## config.mk

```make
export PLATFORM = sky130hd
export DESIGN_NAME = id
export DESIGN_NICKNAME = d
export VERILOG_FILES = /design/src/rtl/id.sv
export SDC_FILE = /design/constraint.sdc
export NUM_CORES = 2
export LEC_CHECK = 0
export ABC_AREA = 1
export CORE_MARGIN = 2
export CORE_UTILIZATION = 40
export CTS_BUF_LIST = sky130_fd_sc_hd__clkbuf_8
export CTS_CLUSTER_SIZE = 8
export DETAILED_ROUTE_END_ITERATION = 12
export DONT_BUFFER_PORTS = 1
export GPL_TIMING_DRIVEN = 0
export HOLD_SLACK_MARGIN = 0.06
export PLACE_DENSITY = 0.66
export SETUP_SLACK_MARGIN = 0.1
export SYNTH_ARGS = -nofsm -noshare
export SYNTH_HDL_FRONTEND = slang
export SYNTH_SLANG_ARGS = --single-unit
```

## constraint.sdc

```tcl
create_clock -name clk -period 36 [get_ports clk]
set_input_delay 10.8 -clock clk [delete_from_list [all_inputs] [get_ports clk]]
set_output_delay 10.8 -clock clk [all_outputs]
set_load 0.1 [all_outputs]
```

## src/rtl/id.sv

```systemverilog
// Venus ID stage: field split, 16x32 register file with write-through bypass,
// opcode class decode, load-use hazard detection and the ID/EX latch.
module id (
  input  logic        clk,
  input  logic        rst,
  input  logic [31:0] inst_i,
  input  logic        stall_i,
  input  logic        wb_i,
  input  logic [3:0]  wb_r_i,
  input  logic [31:0] wb_data_i,
  output logic [31:0] rd_value_o,
  output logic [31:0] rs_value_o,
  output logic [31:0] imm_value_o,
  output logic        immf_o,
  output logic        stall_o,
  output logic        ctrl_inte_o,
  output logic        ctrl_logic_o,
  output logic        ctrl_shift_o,
  output logic        ctrl_ld_o,
  output logic        ctrl_st_o,
  output logic        ctrl_br_o
);

  logic [6:0]  w_op;
  logic        w_immf;
  logic [3:0]  w_rd;
  logic [3:0]  w_rs;
  logic [15:0] w_imm;
  logic [31:0] w_rd_val;
  logic [31:0] w_rs_val;
  logic [5:0]  w_ctrl;
  logic        w_hazard;

  logic [31:0] r_gr [16];
  logic [31:0] r_rd_val;
  logic [31:0] r_rs_val;
  logic [31:0] r_imm;
  logic        r_immf;
  logic [5:0]  r_ctrl;
  logic [3:0]  r_rd;

  assign w_op   = inst_i[31:25];
  assign w_immf = inst_i[24];
  assign w_rd   = inst_i[23:20];
  assign w_rs   = inst_i[19:16];
  assign w_imm  = inst_i[15:0];

  assign w_rd_val = (wb_i && (wb_r_i == w_rd)) ? wb_data_i : r_gr[w_rd];
  assign w_rs_val = (wb_i && (wb_r_i == w_rs)) ? wb_data_i : r_gr[w_rs];

  // w_ctrl bit order: {br, st, ld, shift, logic, inte}
  always_comb begin
    w_ctrl = '0;
    if      (w_op < 7'h10) w_ctrl[0] = 1'b1;
    else if (w_op < 7'h18) w_ctrl[1] = 1'b1;
    else if (w_op < 7'h20) w_ctrl[2] = 1'b1;
    else if (w_op < 7'h28) w_ctrl[3] = 1'b1;
    else if (w_op < 7'h30) w_ctrl[4] = 1'b1;
    else if (w_op < 7'h40) w_ctrl[5] = 1'b1;
  end

  assign w_hazard = r_ctrl[3] && (((!w_immf) && (r_rd == w_rs)) || (r_rd == w_rd));
  assign stall_o  = stall_i | w_hazard;

  always_ff @(posedge clk or posedge rst) begin
    if (rst) begin
      r_gr <= '{default: '0};
    end else if (wb_i) begin
      r_gr[wb_r_i] <= wb_data_i;
    end
  end

  // Bubble only clears control/immf; data fields still load but are unused.
  always_ff @(posedge clk or posedge rst) begin
    if (rst) begin
      r_rd_val <= '0;
      r_rs_val <= '0;
      r_imm    <= '0;
      r_immf   <= 1'b0;
      r_ctrl   <= '0;
      r_rd     <= '0;
    end else if (!stall_i) begin
      r_rd_val <= w_rd_val;
      r_rs_val <= w_rs_val;
      r_imm    <= {{16{w_imm[15]}}, w_imm};
      r_rd     <= w_rd;
      if (w_hazard) begin
        r_immf <= 1'b0;
        r_ctrl <= '0;
      end else begin
        r_immf <= w_immf;
        r_ctrl <= w_ctrl;
      end
    end
  end

  assign rd_value_o   = r_rd_val;
  assign rs_value_o   = r_rs_val;
  assign imm_value_o  = r_imm;
  assign immf_o       = r_immf;
  assign ctrl_inte_o  = r_ctrl[0];
  assign ctrl_logic_o = r_ctrl[1];
  assign ctrl_shift_o = r_ctrl[2];
  assign ctrl_ld_o    = r_ctrl[3];
  assign ctrl_st_o    = r_ctrl[4];
  assign ctrl_br_o    = r_ctrl[5];

endmodule

```

# Word level (Yosys, flattened, before mapping)
# Cells that the tools add are included.
word_totals:
  ff_bits: 603
  output_inout_bits: 104
op_classes:
  bitwise_logic: 4
  muxes: 24
  n_lt_le_gt_ge: 10
  n_eq_ne: 4
  reduce_logical: 7
op_table:
  columns: ["cell", "count"]
  rows:
  - ["bitwise mux 512 bit", 1]
  - ["binary-select mux 32 bit (select 4 bit)", 2]
  - ["two-way mux 32 bit", 7]
  - ["demux 32 bit (select 4 bit)", 1]
  - ["less-than comparator 7 x 6 -> 1 bit, second input constant", 3]
  - ["== test 4 bit", 4]
  - ["greater-or-equal comparator 5 bit, second input constant", 3]
  - ["NOT 4 -> 5 bit", 3]
  - ["less-than comparator 7 x 5 -> 1 bit, second input constant", 2]
  - ["two-way mux 1 bit", 8]
  - ["less-than comparator 7 bit, second input constant", 1]
  - ["two-way mux 6 bit", 1]
  - ["logical AND 1 bit", 5]
  - ["less-than comparator 5 x 1 -> 1 bit, second input constant", 1]
  - ["two-way mux 5 bit", 1]
  - ["two-way mux 4 bit", 1]
  - ["two-way mux 3 bit", 1]
  - ["two-way mux 2 bit", 1]
  - ["logical NOT 1 bit", 1]
  - ["logical OR 1 bit", 1]
  - ["bitwise OR 1 bit", 1]

# Longest topological paths before layout
depth:
  word_depth: 8
  depth_mapped: 11
  ltp_nobuf: 9

# Least setup slack after synthesis
# Ideal clock, no wire load.
synth_path:
  kind: "input to output"
  from: "in inst_i[16]"
  to: "out stall_o"
  arrival_ns: 12.366
  path_buffers: 2
  path_slack_ns: 12.834
  cell_stages: 10
  cell_sequence: "buf_2 > clkinv_1 > buf_2 > nand2_1 > nand2_1 > nor2_1 > nand3_1 > nand2_1 > nand2_1 > nand2_1"
synth_between:
  elab_chain_len: 5
synth_lines:
  columns: ["item", "line_no", "source"]
  rows:
  - ["from (decl)", "6", "input logic [31:0] inst_i,"]
  - ["== test 4 bit", "62", "assign w_hazard = r_ctrl[3] && (((!w_immf) && (r_rd == w_rs)) || (r_rd == w_rd));"]
  - ["logical AND 1 bit", "62", null]
  - ["logical OR 1 bit", "62", null]
  - ["logical AND 1 bit", "62", null]
  - ["bitwise OR 1 bit", "63", "assign stall_o = stall_i | w_hazard;"]
  - ["to (decl)", "15", "output logic stall_o,"]
# Every way passes these cells.

# Worst setup path after layout
layout_path:
  from: "in inst_i[20]"
  to: "out stall_o"
layout_between:
  elab_chain_len: 4
layout_lines:
  columns: ["item", "line_no"]
  rows:
  - ["== test 4 bit", "62"]
  - ["logical OR 1 bit", "62"]
  - ["logical AND 1 bit", "62"]
  - ["bitwise OR 1 bit", "63"]
# Every way passes these cells.

==> results.yml <==
job:
  cap_violations: 0
timing:
  rsz0062_at_grt: "no"
  period_share_pct: 66.5
  period_needed_ns: 23.93
  setup_viol: 0
  fmax_ghz: 0.0418
  maxSlewHeadroom_pct: 2.29
  setup_tns_ns: 0
  setup_ws_ns: 12.07
  hold_violations: 0
  tightestPinTransition_ns: 1.47
  slew_violations: 0
  fin_skew_ns: 0.0334
grt:
  grt_pass1_vias: 33400
  grt_max_degree: 129
  grt_pass1_wl_microns: 229000
  grtUsageTotal_pct: 36.0
  antenna_found_initial: 3
  gr-total-overflow: 0
floorplan:
  rows: 106
  die_width_microns: 296
  die_area_sq_um: 87500
  ios: 176
  core_sq_um: 84000
  start_util_pct: 40.6
  fp.dieH_microns: 296
clock_network:
  holdBufCountCts: 0
  htree_num_levels: 3
  cts_made_buffers: 105
  post_cts_buffers: 0
  cts_buffer_depth: 3
  cts_tree: "built"
  clk_latency_ns: 0.79
  cts.sinks: 603
  path_clk_slew_ns: 0.06
  clockRootBuffer: "clkbuf_8"
  cts.repair.resized: 0
synth:
  synth_cell_types: 24
  seq_area_frac_synth_pct: 44.3
  syn_nets: 5108
  avgSynthCellArea_sq_um: 6.76
  synthCells: 5036
  yosys_register_bits: 603
  syn_area_sq_um: 34000
  synth_warnings: 0
critical_path:
  cp_max_fo: 10
  r2r_start: "r_ctrl[3]$_DFFE_PP0N_"
  worstSetupPathType: "primary input to output pin"
  rr_worst_depth: 3
  crit_start: "inst_i[20]"
  end_kind: "output pin"
  cp_data_required_time_ns: 25.20
  cp.arrival_ns: 13.13
  critPathLaunchType: "primary input"
layout:
  fin_area_sq_um: 37900
  final_cell_mix: "nand2_1, nand3_1, dfrtp_1"
  drive_gt1_share_pct: 6.67
  layout.nets: 5221
  synthToLayoutAreaGrowth_pct: 11.4
  regArea_sq_um: 15100
  multiInputGateArea_sq_um: 15100
  final_common_cell: "nand2_1"
  fillers: 8817
routing:
  drt_wl_total_microns: 161000
  vias: 36700
  drc: 0
  via_per_inst: 5.75
  ant_nets: 0
  first_iter_violations: 5569
  drt_first_pass_iters: 7
  routedWlPerCell_microns: 25.2
power:
  p_leak_nw: 19.9
  peakVddDrop_uv: 36.2
  p_total_mw: 2.17
  power_density_nw_per_um2: 57.3
placed_design:
  post_dp_cell_area_sq_um: 35600
  dp_hpwl_microns: 118000
  place_ws_ns: 12.19
  port-buffer-count: 0
  place_congestion: 1.02
hold_path:
  min_from: "r_gr[131]$_DFFE_PP0P_"
  hp-class: "register to register"
  hold_depth: 2
run_status:
  status: "complete, no violations"
-- where the power goes --
| group | total [mW] | leakage, nW | switching, mW | internal (mW) |
|---|---|---|---|---|
| Combinational | 0.505 | 11.0 | 0.356 | 0.149 |
| Sequential | 0.976 | 7.65 | 0.170 | 0.806 |
| Clock | 0.692 | 1.30 | 0.318 | 0.373 |
-- final timing paths --
kind | end | slack [ns]
worst max-delay path | stall_o | 12.07
worst min-delay path | r_gr[131]$_DFFE_PP0P_ | 0.48
worst max register to register | r_ctrl[5]$_DFFE_PP0N_ | 34.13
worst min register to register | r_gr[131]$_DFFE_PP0P_ | 0.48
max in group asynchronous | r_gr[119]$_DFFE_PP0P_ | 24.48
min in group asynchronous | r_gr[129]$_DFFE_PP0P_ | 9.82
-- sequential cells by signal, summed over array words and instances, names as in the netlist --
name	cells
r_ctrl	6
r_gr	512
immf_o	1
r_rd	4
rd_value_o	32
rs_value_o	32
imm_value_o	16
-- metrics by stage --
step | utilization [%] | cells | hold slack, ns
after detailed placement | 42.5 | 6176 | 0.472
after global routing | 45.2 | 6371 | 0.498
final | 45.2 | 6374 | 0.484
after floorplan | - | 5036 | 0.453
after global placement | 42.2 | 6170 | 0.466
after CTS | 45.1 | 6370 | 0.486
-- layer usage --
metal	track usage, %	share of wire [%]	up-vias
li1	-	-	16100
met1	48.1	38	17500
met2	51.3	41	2551
met3	9.65	13	565
met4	23.5	7.4	0
met5	0	0	-
-- layout make-up --
cell class,count,area share (%)
Clock inverter,51,0.779
Multi-Input combinational cell,3474,39.8
Tap cell,1134,3.74
Clock buffer,143,5.19
Timing Repair Buffer,6,0.436
Buffer,391,4.60
Antenna cell,4,0.0264
Inverter,568,5.64
Sequential cell,603,39.8
-- cells in the mapped netlist (all sizes together) --
cell	number	area, sq um
buf	183	931
clkbuf	208	813
clkinv	2	7.51
dfrtp	603	15100
inv	566	2120
nand2	1821	6870
nand3	975	4910
nand4	3	18.8
nor2	142	538
nor3	4	53.8
o21ai	517	2590
o21bai	1	7.51
xnor2	4	35.0
xor2	7	61.3
-- cell families after synthesis --
| family | Yosys count | synth area share (%) |
|---|---|---|
| compound gates | 518 | 7.62 |
| flops | 603 | 44.3 |
| buf+inv | 959 | 11.4 |
| xor+xnor | 11 | 0.283 |
| simple gates | 2945 | 36.4 |
-- critical path, cell delays in order --
cell,delay [ns]
buf_2,0.25
buf_2,0.51
xnor2_1,0.18
nand4_1,0.11
nand2_1,0.22
nand2_1,0.26
nand2_1,0.78
Power figures use the tool's default switching activity.
